<file path="src/rtl/fwd_hazard_ctrl_if.sv">
// -----------------------------------------------------------------------------
// fwd_hazard_ctrl_if
// Groups the ID-stage request signals and the controller's forwarding/stall
// responses for the 5-stage pipeline forwarding and hazard controller.
//
//   master : pipeline side (drives ID-stage info, consumes stall/selects)
//   slave  : controller side (fwd_hazard_ctrl)
//
// Signals
//   hold, flush                 pipeline freeze / redirect
//   id_valid                    ID holds a real instruction
//   id_rs1, id_rs2              source register indices
//   id_use_rs1, id_use_rs2      instruction reads rs1 / rs2 as ALU operand
//   id_use_imm                  ALU operand 2 is the immediate
//   id_rd, id_regwrite          destination index and write enable
//   id_memread                  instruction is a load
//   stall                       combinational: hold PC and IF/ID
//   ex_bubble                   registered: EX holds an inserted bubble
//   src1_sel, src2_sel          registered EX operand select codes
// -----------------------------------------------------------------------------
interface fwd_hazard_ctrl_if #(
  parameter int REG_ADDR_W = 5
);
  logic                  hold;
  logic                  flush;
  logic                  id_valid;
  logic [REG_ADDR_W-1:0] id_rs1;
  logic [REG_ADDR_W-1:0] id_rs2;
  logic                  id_use_rs1;
  logic                  id_use_rs2;
  logic                  id_use_imm;
  logic [REG_ADDR_W-1:0] id_rd;
  logic                  id_regwrite;
  logic                  id_memread;
  logic                  stall;
  logic                  ex_bubble;
  logic [2:0]            src1_sel;
  logic [2:0]            src2_sel;

  modport master (
    output hold, flush, id_valid, id_rs1, id_rs2, id_use_rs1, id_use_rs2,
           id_use_imm, id_rd, id_regwrite, id_memread,
    input  stall, ex_bubble, src1_sel, src2_sel
  );

  modport slave (
    input  hold, flush, id_valid, id_rs1, id_rs2, id_use_rs1, id_use_rs2,
           id_use_imm, id_rd, id_regwrite, id_memread,
    output stall, ex_bubble, src1_sel, src2_sel
  );
endinterface

</file>
<file path="src/rtl/fwd_hazard_ctrl.sv">
// -----------------------------------------------------------------------------
// fwd_hazard_ctrl
// Forwarding and load-use hazard controller for the 5-stage pipeline.
// Tracks a shadow scoreboard of in-flight destination registers and, at the
// ID->EX transfer, registers the EX operand source-select codes:
//   3'b100 register file, 3'b110 MEM forward, 3'b101 WB forward,
//   3'b000 immediate (operand 2 only).
// A load in EX whose destination is read by the ID instruction raises a
// one-cycle combinational stall and a bubble is inserted into EX.
//
// Ports
//   CLK        clock, rising edge
//   RST        synchronous active-high reset
//   bus        fwd_hazard_ctrl_if.slave (ID request, stall/bubble/selects)
//   stall_cnt  [31:0] edges with stall=1          (HAZ_PERF_CNT_EN only)
//   fwd_cnt    [31:0] instructions given a forward (HAZ_PERF_CNT_EN only)
//
// Build option
//   HAZ_PERF_CNT_EN : adds the stall_cnt / fwd_cnt performance counters.
//
// The WB record is not stored: the selects are decided one stage early, so
// the records that matter are the ones currently in EX (moving to MEM) and
// MEM (moving to WB). Likewise only the EX record needs the load flag.
// -----------------------------------------------------------------------------
module fwd_hazard_ctrl #(
  parameter int REG_ADDR_W = 5
) (
  input  logic               CLK,
  input  logic               RST,
  fwd_hazard_ctrl_if.slave   bus
`ifdef HAZ_PERF_CNT_EN
  ,
  output logic [31:0]        stall_cnt,
  output logic [31:0]        fwd_cnt
`endif
);

  localparam logic [2:0] SEL_IMM = 3'b000;
  localparam logic [2:0] SEL_REG = 3'b100;
  localparam logic [2:0] SEL_WB  = 3'b101;
  localparam logic [2:0] SEL_MEM = 3'b110;

  typedef struct packed {
    logic                  valid;
    logic [REG_ADDR_W-1:0] rd;
    logic                  regwrite;
  } rec_t;

  // True when record r will write register idx (x0 never counts).
  function automatic logic rec_writes(rec_t r, logic [REG_ADDR_W-1:0] idx);
    return r.valid && r.regwrite && (r.rd == idx) && (idx != '0);
  endfunction

  // Operand select against the records about to become MEM and WB.
  // The younger producer (current EX) wins over the older one.
  function automatic logic [2:0] fwd_sel(logic used, logic [REG_ADDR_W-1:0] idx,
                                         rec_t ex_r, rec_t mem_r);
    if (!used)                       return SEL_REG;
    else if (rec_writes(ex_r, idx))  return SEL_MEM;
    else if (rec_writes(mem_r, idx)) return SEL_WB;
    else                             return SEL_REG;
  endfunction

  rec_t       ex_q, ex_d;
  logic       ex_memread_q, ex_memread_d;
  rec_t       mem_q;
  logic       bubble_q, bubble_d;
  logic [2:0] sel1_q, sel1_d;
  logic [2:0] sel2_q, sel2_d;
  logic       hazard;
  logic       load_bubble;

  // Load-use: the load in EX cannot forward its data in time for ID.
  assign hazard = bus.id_valid && ex_q.valid && ex_memread_q &&
                  ((bus.id_use_rs1 && rec_writes(ex_q, bus.id_rs1)) ||
                   (bus.id_use_rs2 && !bus.id_use_imm && rec_writes(ex_q, bus.id_rs2)));

  // hold outranks flush, which outranks the stall; reset suppresses it too.
  assign bus.stall   = hazard && !bus.flush && !bus.hold && !RST;
  assign load_bubble = bus.stall || bus.flush || !bus.id_valid;

  // NOTE: every always_comb output gets a default first so no path can
  // leave it unassigned and infer a latch.
  always_comb begin
    ex_d         = '0;
    ex_memread_d = 1'b0;
    bubble_d     = 1'b1;
    sel1_d       = SEL_REG;
    sel2_d       = SEL_REG;
    if (!load_bubble) begin
      ex_d.valid    = 1'b1;
      ex_d.rd       = bus.id_rd;
      ex_d.regwrite = bus.id_regwrite;
      ex_memread_d  = bus.id_memread;
      bubble_d      = 1'b0;
      sel1_d        = fwd_sel(bus.id_use_rs1, bus.id_rs1, ex_q, mem_q);
      sel2_d        = bus.id_use_imm ? SEL_IMM
                                     : fwd_sel(bus.id_use_rs2, bus.id_rs2, ex_q, mem_q);
    end
  end

  // NOTE: reset is synchronous here, sampled only at the clock edge, so RST
  // sits inside the edge-triggered branch rather than in the sensitivity list.
  always_ff @(posedge CLK) begin
    if (RST) begin
      ex_q         <= '0;
      ex_memread_q <= 1'b0;
      mem_q        <= '0;
      bubble_q     <= 1'b1;
      sel1_q       <= SEL_REG;
      sel2_q       <= SEL_REG;
    end else if (!bus.hold) begin
      // NOTE: non-blocking assignments let mem_q capture the old ex_q in the
      // same edge that ex_q takes its new value.
      mem_q        <= ex_q;
      ex_q         <= ex_d;
      ex_memread_q <= ex_memread_d;
      bubble_q     <= bubble_d;
      sel1_q       <= sel1_d;
      sel2_q       <= sel2_d;
    end
  end

  assign bus.ex_bubble = bubble_q;
  assign bus.src1_sel  = sel1_q;
  assign bus.src2_sel  = sel2_q;

`ifdef HAZ_PERF_CNT_EN
  logic [31:0] stall_cnt_q;
  logic [31:0] fwd_cnt_q;
  logic        fwd_loaded;

  // One count per instruction even if both operands forward.
  assign fwd_loaded = !bus.hold && !load_bubble &&
                      (sel1_d == SEL_MEM || sel1_d == SEL_WB ||
                       sel2_d == SEL_MEM || sel2_d == SEL_WB);

  always_ff @(posedge CLK) begin
    if (RST) begin
      stall_cnt_q <= '0;
      fwd_cnt_q   <= '0;
    end else begin
      if (bus.stall) stall_cnt_q <= stall_cnt_q + 32'd1;
      if (fwd_loaded) fwd_cnt_q  <= fwd_cnt_q + 32'd1;
    end
  end

  assign stall_cnt = stall_cnt_q;
  assign fwd_cnt   = fwd_cnt_q;
`endif

endmodule

</file>
<file path="src/flat_wrapper.sv">
// flat-port wrapper written by rule: the top's interface ports become plain ports
module fwd_hazard_ctrl_flat 
#(
  parameter int REG_ADDR_W = 5
)
  (CLK, RST, bus_hold, bus_flush, bus_id_valid, bus_id_rs1, bus_id_rs2, bus_id_use_rs1, bus_id_use_rs2, bus_id_use_imm, bus_id_rd, bus_id_regwrite, bus_id_memread, bus_stall, bus_ex_bubble, bus_src1_sel, bus_src2_sel);
  fwd_hazard_ctrl_if #(.REG_ADDR_W(REG_ADDR_W)) bus_i ();
  input  logic CLK;
  input  logic RST;
  input wire logic [$bits(bus_i.hold)-1:0] bus_hold;
  input wire logic [$bits(bus_i.flush)-1:0] bus_flush;
  input wire logic [$bits(bus_i.id_valid)-1:0] bus_id_valid;
  input wire logic [$bits(bus_i.id_rs1)-1:0] bus_id_rs1;
  input wire logic [$bits(bus_i.id_rs2)-1:0] bus_id_rs2;
  input wire logic [$bits(bus_i.id_use_rs1)-1:0] bus_id_use_rs1;
  input wire logic [$bits(bus_i.id_use_rs2)-1:0] bus_id_use_rs2;
  input wire logic [$bits(bus_i.id_use_imm)-1:0] bus_id_use_imm;
  input wire logic [$bits(bus_i.id_rd)-1:0] bus_id_rd;
  input wire logic [$bits(bus_i.id_regwrite)-1:0] bus_id_regwrite;
  input wire logic [$bits(bus_i.id_memread)-1:0] bus_id_memread;
  output wire logic [$bits(bus_i.stall)-1:0] bus_stall;
  output wire logic [$bits(bus_i.ex_bubble)-1:0] bus_ex_bubble;
  output wire logic [$bits(bus_i.src1_sel)-1:0] bus_src1_sel;
  output wire logic [$bits(bus_i.src2_sel)-1:0] bus_src2_sel;
  assign bus_i.hold = bus_hold;
  assign bus_i.flush = bus_flush;
  assign bus_i.id_valid = bus_id_valid;
  assign bus_i.id_rs1 = bus_id_rs1;
  assign bus_i.id_rs2 = bus_id_rs2;
  assign bus_i.id_use_rs1 = bus_id_use_rs1;
  assign bus_i.id_use_rs2 = bus_id_use_rs2;
  assign bus_i.id_use_imm = bus_id_use_imm;
  assign bus_i.id_rd = bus_id_rd;
  assign bus_i.id_regwrite = bus_id_regwrite;
  assign bus_i.id_memread = bus_id_memread;
  assign bus_stall = bus_i.stall;
  assign bus_ex_bubble = bus_i.ex_bubble;
  assign bus_src1_sel = bus_i.src1_sel;
  assign bus_src2_sel = bus_i.src2_sel;
  fwd_hazard_ctrl #(.REG_ADDR_W(REG_ADDR_W)) u_core (.CLK(CLK), .RST(RST), .bus(bus_i));
endmodule
</file>
<file path="config.mk">
export PLATFORM = sky130hd
export DESIGN_NAME = fwd_hazard_ctrl_flat
export DESIGN_NICKNAME = d
export VERILOG_FILES = /design/src/rtl/fwd_hazard_ctrl_if.sv /design/src/rtl/fwd_hazard_ctrl.sv /design/src/flat_wrapper.sv
export SDC_FILE = /design/constraint.sdc
export NUM_CORES = 1
export LEC_CHECK = 0
export ABC_AREA = 1
export CAP_MARGIN = 10
export CORE_MARGIN = 10
export CORE_UTILIZATION = 40
export DETAILED_ROUTE_END_ITERATION = 10
export GPL_TIMING_DRIVEN = 0
export PLACE_DENSITY = 0.66
export SLEW_MARGIN = 20
export SYNTH_ARGS = -nofsm -noshare
export SYNTH_HDL_FRONTEND = slang
export SYNTH_SLANG_ARGS = --single-unit
</file>
<file path="constraint.sdc">
create_clock -name CLK -period 2.28 [get_ports CLK]
set_clock_uncertainty 0.05 [all_clocks]
set_input_delay 0.228 -clock CLK [delete_from_list [all_inputs] [get_ports CLK]]
set_output_delay 0.228 -clock CLK [all_outputs]
set_load 0.005 [all_outputs]
</file>
==> flow_metrics.py <==
metrics = {
    "status": {
        "outcome": "completed",
    },
    "setup_path": {
        "max_stage_delay_ps": 470,
        "critPathMaxFanout": 10,
        "path_class": "in2out",
        "r2r_end": "u_core.ex_q[3]",
        "worstPathCellList": "clkdlybuf4s50_1, or2_4, nor2_4, nor2_2, nand3_2, nand2_2, nand2_4, buf_12, inv_1, dlygate4sd2_1",
        "cp-end-kind": "output port",
        "r2r_setup_slack_ps": 760,
        "slowest_stage": "clkdlybuf4s50_1",
        "ff2ff_path_depth": 10,
        "required_ps": 2000,
        "worstSetupStartpointType": "input port",
        "worst-path-buf-inv": 4,
        "worstReg2RegStart": "u_core.ex_q[1]",
        "cp_top_family": "buffers and inverters",
        "startpoint": "bus_id_rs1[2]",
        "cp.arrival_ps": 1830,
    },
    "synthesis": {
        "synthesis.nets": 219,
        "ys_warn_count": 0,
        "synth-seq-area-share_pct": 31.5,
        "syn_area_per_cell_um2": 6.89,
        "synth_cell_types": 33,
        "yosys.area.top_type": "dfxtp_1",
        "synth_top_area_share_pct": 31.5,
        "syn_area_um2": 1340,
        "synthTopCellsByArea": "dfxtp_1, nand2_1, nand3_2",
        "ys_ff_latch": 21,
        "synth_cells": 194,
    },
    "floorplanning": {
        "start_util_pct": 42.7,
        "fp-row-count": 20,
        "io_pins": 33,
        "die_h_um": 77.8,
        "die_w_um": 77.8,
        "core_area_um2": 3130,
        "dieArea_um2": 6050,
    },
    "timing": {
        "hold_ws_ps": 423,
        "fin_crit_ps": 2110,
        "finalSetupTns_ps": 0,
        "setup_viol": 0,
        "post-route-period-util_pct": 92.6,
        "rsz0062_at_grt": "no",
        "fmax_mhz": 474,
        "drv_slew": 0,
        "worst_pin_slew_ps": 645,
        "max_slew_margin_pct": 57.0,
        "finalHoldViolCount": 0,
    },
    "cells_and_area": {
        "finalNonFillerCells": 275,
        "design_area_um2": 1750,
        "antenna_cells": 0,
        "fin_util_pct": 55.9,
        "layout_common_cells": "nand2_1, clkdlybuf4s50_1, inv_1",
        "final_common_cell": "nand2_1",
        "drive_above_1_share_pct": 19.0,
        "syn_to_final_growth_pct": 30.9,
        "final_net_count": 257,
    },
    "clocking": {
        "clock-sinks": 21,
        "clk_latency_ps": 300,
        "cts.htree.levels": 1,
        "cts_buffer_depth": 2,
        "clk_pin_slew_ps": 110,
        "cts_tree": "built",
        "hold_buffers": 0,
        "cts_root_buffer": "clkbuf_4",
        "cts_buffers": 3,
    },
    "pwr": {
        "p_per_area_nw_per_um2": 405,
        "leakagePower_nw": 0.701,
        "vdd_drop_max_v": 0.000263,
    },
    "routing": {
        "drtAntennaViolNets": 0,
        "vias": 1250,
        "first_pass_iters": 4,
        "via_per_inst": 4.55,
        "wl_per_cell_um": 12.0,
        "drcViolationCount": 0,
        "routed_wl_um": 3290,
        "drtIter0Drc": 42,
    },
    "placement": {
        "routabilityCongestion": 0.829,
        "placed_cell_area_um2": 1700,
        "post-dp-hpwl_um": 2730,
        "place_inst": 269,
        "portBuffers": 31,
    },
    "hold_path": {
        "min_from": "u_core.bus.ex_bubble",
        "hold_depth": 2,
        "hp-class": "reg2reg",
        "hold_path_end": "u_core.bus.ex_bubble",
    },
    "global_route": {
        "grt_pass1_vias": 1165,
        "antenna_found_initial": 0,
        "track_usage_pct": 11.0,
        "grt_overflow": 0,
        "grt_first_pass_wirelength_um": 5420,
        "grt_max_degree": 12,
    },
    "run": {
        "max_cap_violations": 0,
    },
}
stage by stage:
step | total power [mW] | setup slack (ps)
detailed placement | 0.537 | -188
finish | 0.708 | 170
global placement | 0.537 | -179
CTS | 0.714 | 135
floorplan | 0.466 | 859
global route | 0.746 | 8.75
state kept, by name (all words and copies together) (netlist names):
register              cells
u_core.mem_q              7
u_core.bus.ex_bubble      1
u_core.ex_q               7
u_core.ex_memread_q       1
u_core.bus.src1_sel       2
u_core.bus.src2_sel       3
logic make-up after synthesis:
logic type      share of synthesized area [%]
compound gates                           13.6
xor+xnor                                 3.93
buf+inv                                  10.1
flops                                    31.5
other cells                             0.281
simple gates                             40.6
synthesized netlist by cell type:
master    instances
nor2_4            1
conb_1            1
inv_2             2
buf_1             1
nand3_2          10
nor4_2            1
clkbuf_8          1
clkbuf_1          2
o211ai_1          1
nand2_2           1
nand2_4           1
a21oi_2           9
buf_12            1
nand2_1          62
o21ai_1           1
nor3b_2           1
nand3b_1          1
inv_1            20
and3_1            1
or2_4             1
dfxtp_1          21
xor2_1            1
buf_4             1
nor2_1           14
or2_2             1
o21ai_0           7
xnor2_1           5
nand3_1           9
nor3_1            2
nand4_1           1
a21oi_1          11
nor2_2            1
and2_2            1
worst reg2reg max path, stage by stage (launching register included):
cell	delay [ps]
dfxtp_1	450
inv_2	60
nand2_1	50
nand3b_1	120
nor2_2	140
nand3_2	100
nand2_2	80
nand2_4	70
buf_12	160
nand3_2	60
a21oi_2	40
final cells by class:
| cell class | instances | area [µm²] |
|---|---|---|
| inverter | 22 | 82.6 |
| timing repair buffer | 33 | 318 |
| multi-input combinational | 145 | 791 |
| sequential | 21 | 424 |
| fill | 309 | 1380 |
| clock buffer | 4 | 26.3 |
| tap | 44 | 55.1 |
| buffer | 6 | 52.6 |
repair_timing:
action,4_1_cts,5_1_grt
pin swaps,2,1
resized for setup,10,2
setup endpoints to repair,1,1
buffers inserted,2,0
how the worst max path moves through the flow:
| stage | endpoint | slack, ps | depth (start not counted) |
|---|---|---|---|
| after detailed placement | bus_stall | -190 | 11 |
| after global routing | bus_stall | 9 | 13 |
| after global placement | bus_stall | -180 | 11 |
| after CTS | bus_stall | 140 | 13 |
| after floorplan | bus_stall | 860 | 11 |
| final | bus_stall | 170 | 10 |
routing by layer:
layer | vias up | part of all wire (%) | wire (µm) | global-route usage [%]
li1 | 692 | - | - | -
met1 | 537 | 49 | 1610 | 14.0
met2 | 17 | 47 | 1540 | 17.4
met3 | 4 | 3.2 | 104 | 2.65
met4 | 0 | 1.1 | 37 | 3.83
met5 | - | 0 | 0 | 0
power breakdown:
group | leakage [nW] | switching, mW | internal (mW) | total, mW
clock network | 0.0150 | 0.113 | 0.0682 | 0.181
registers | 0.172 | 0.00896 | 0.378 | 0.387
logic | 0.514 | 0.0712 | 0.0688 | 0.140
(Power assumes the default switching activity.)
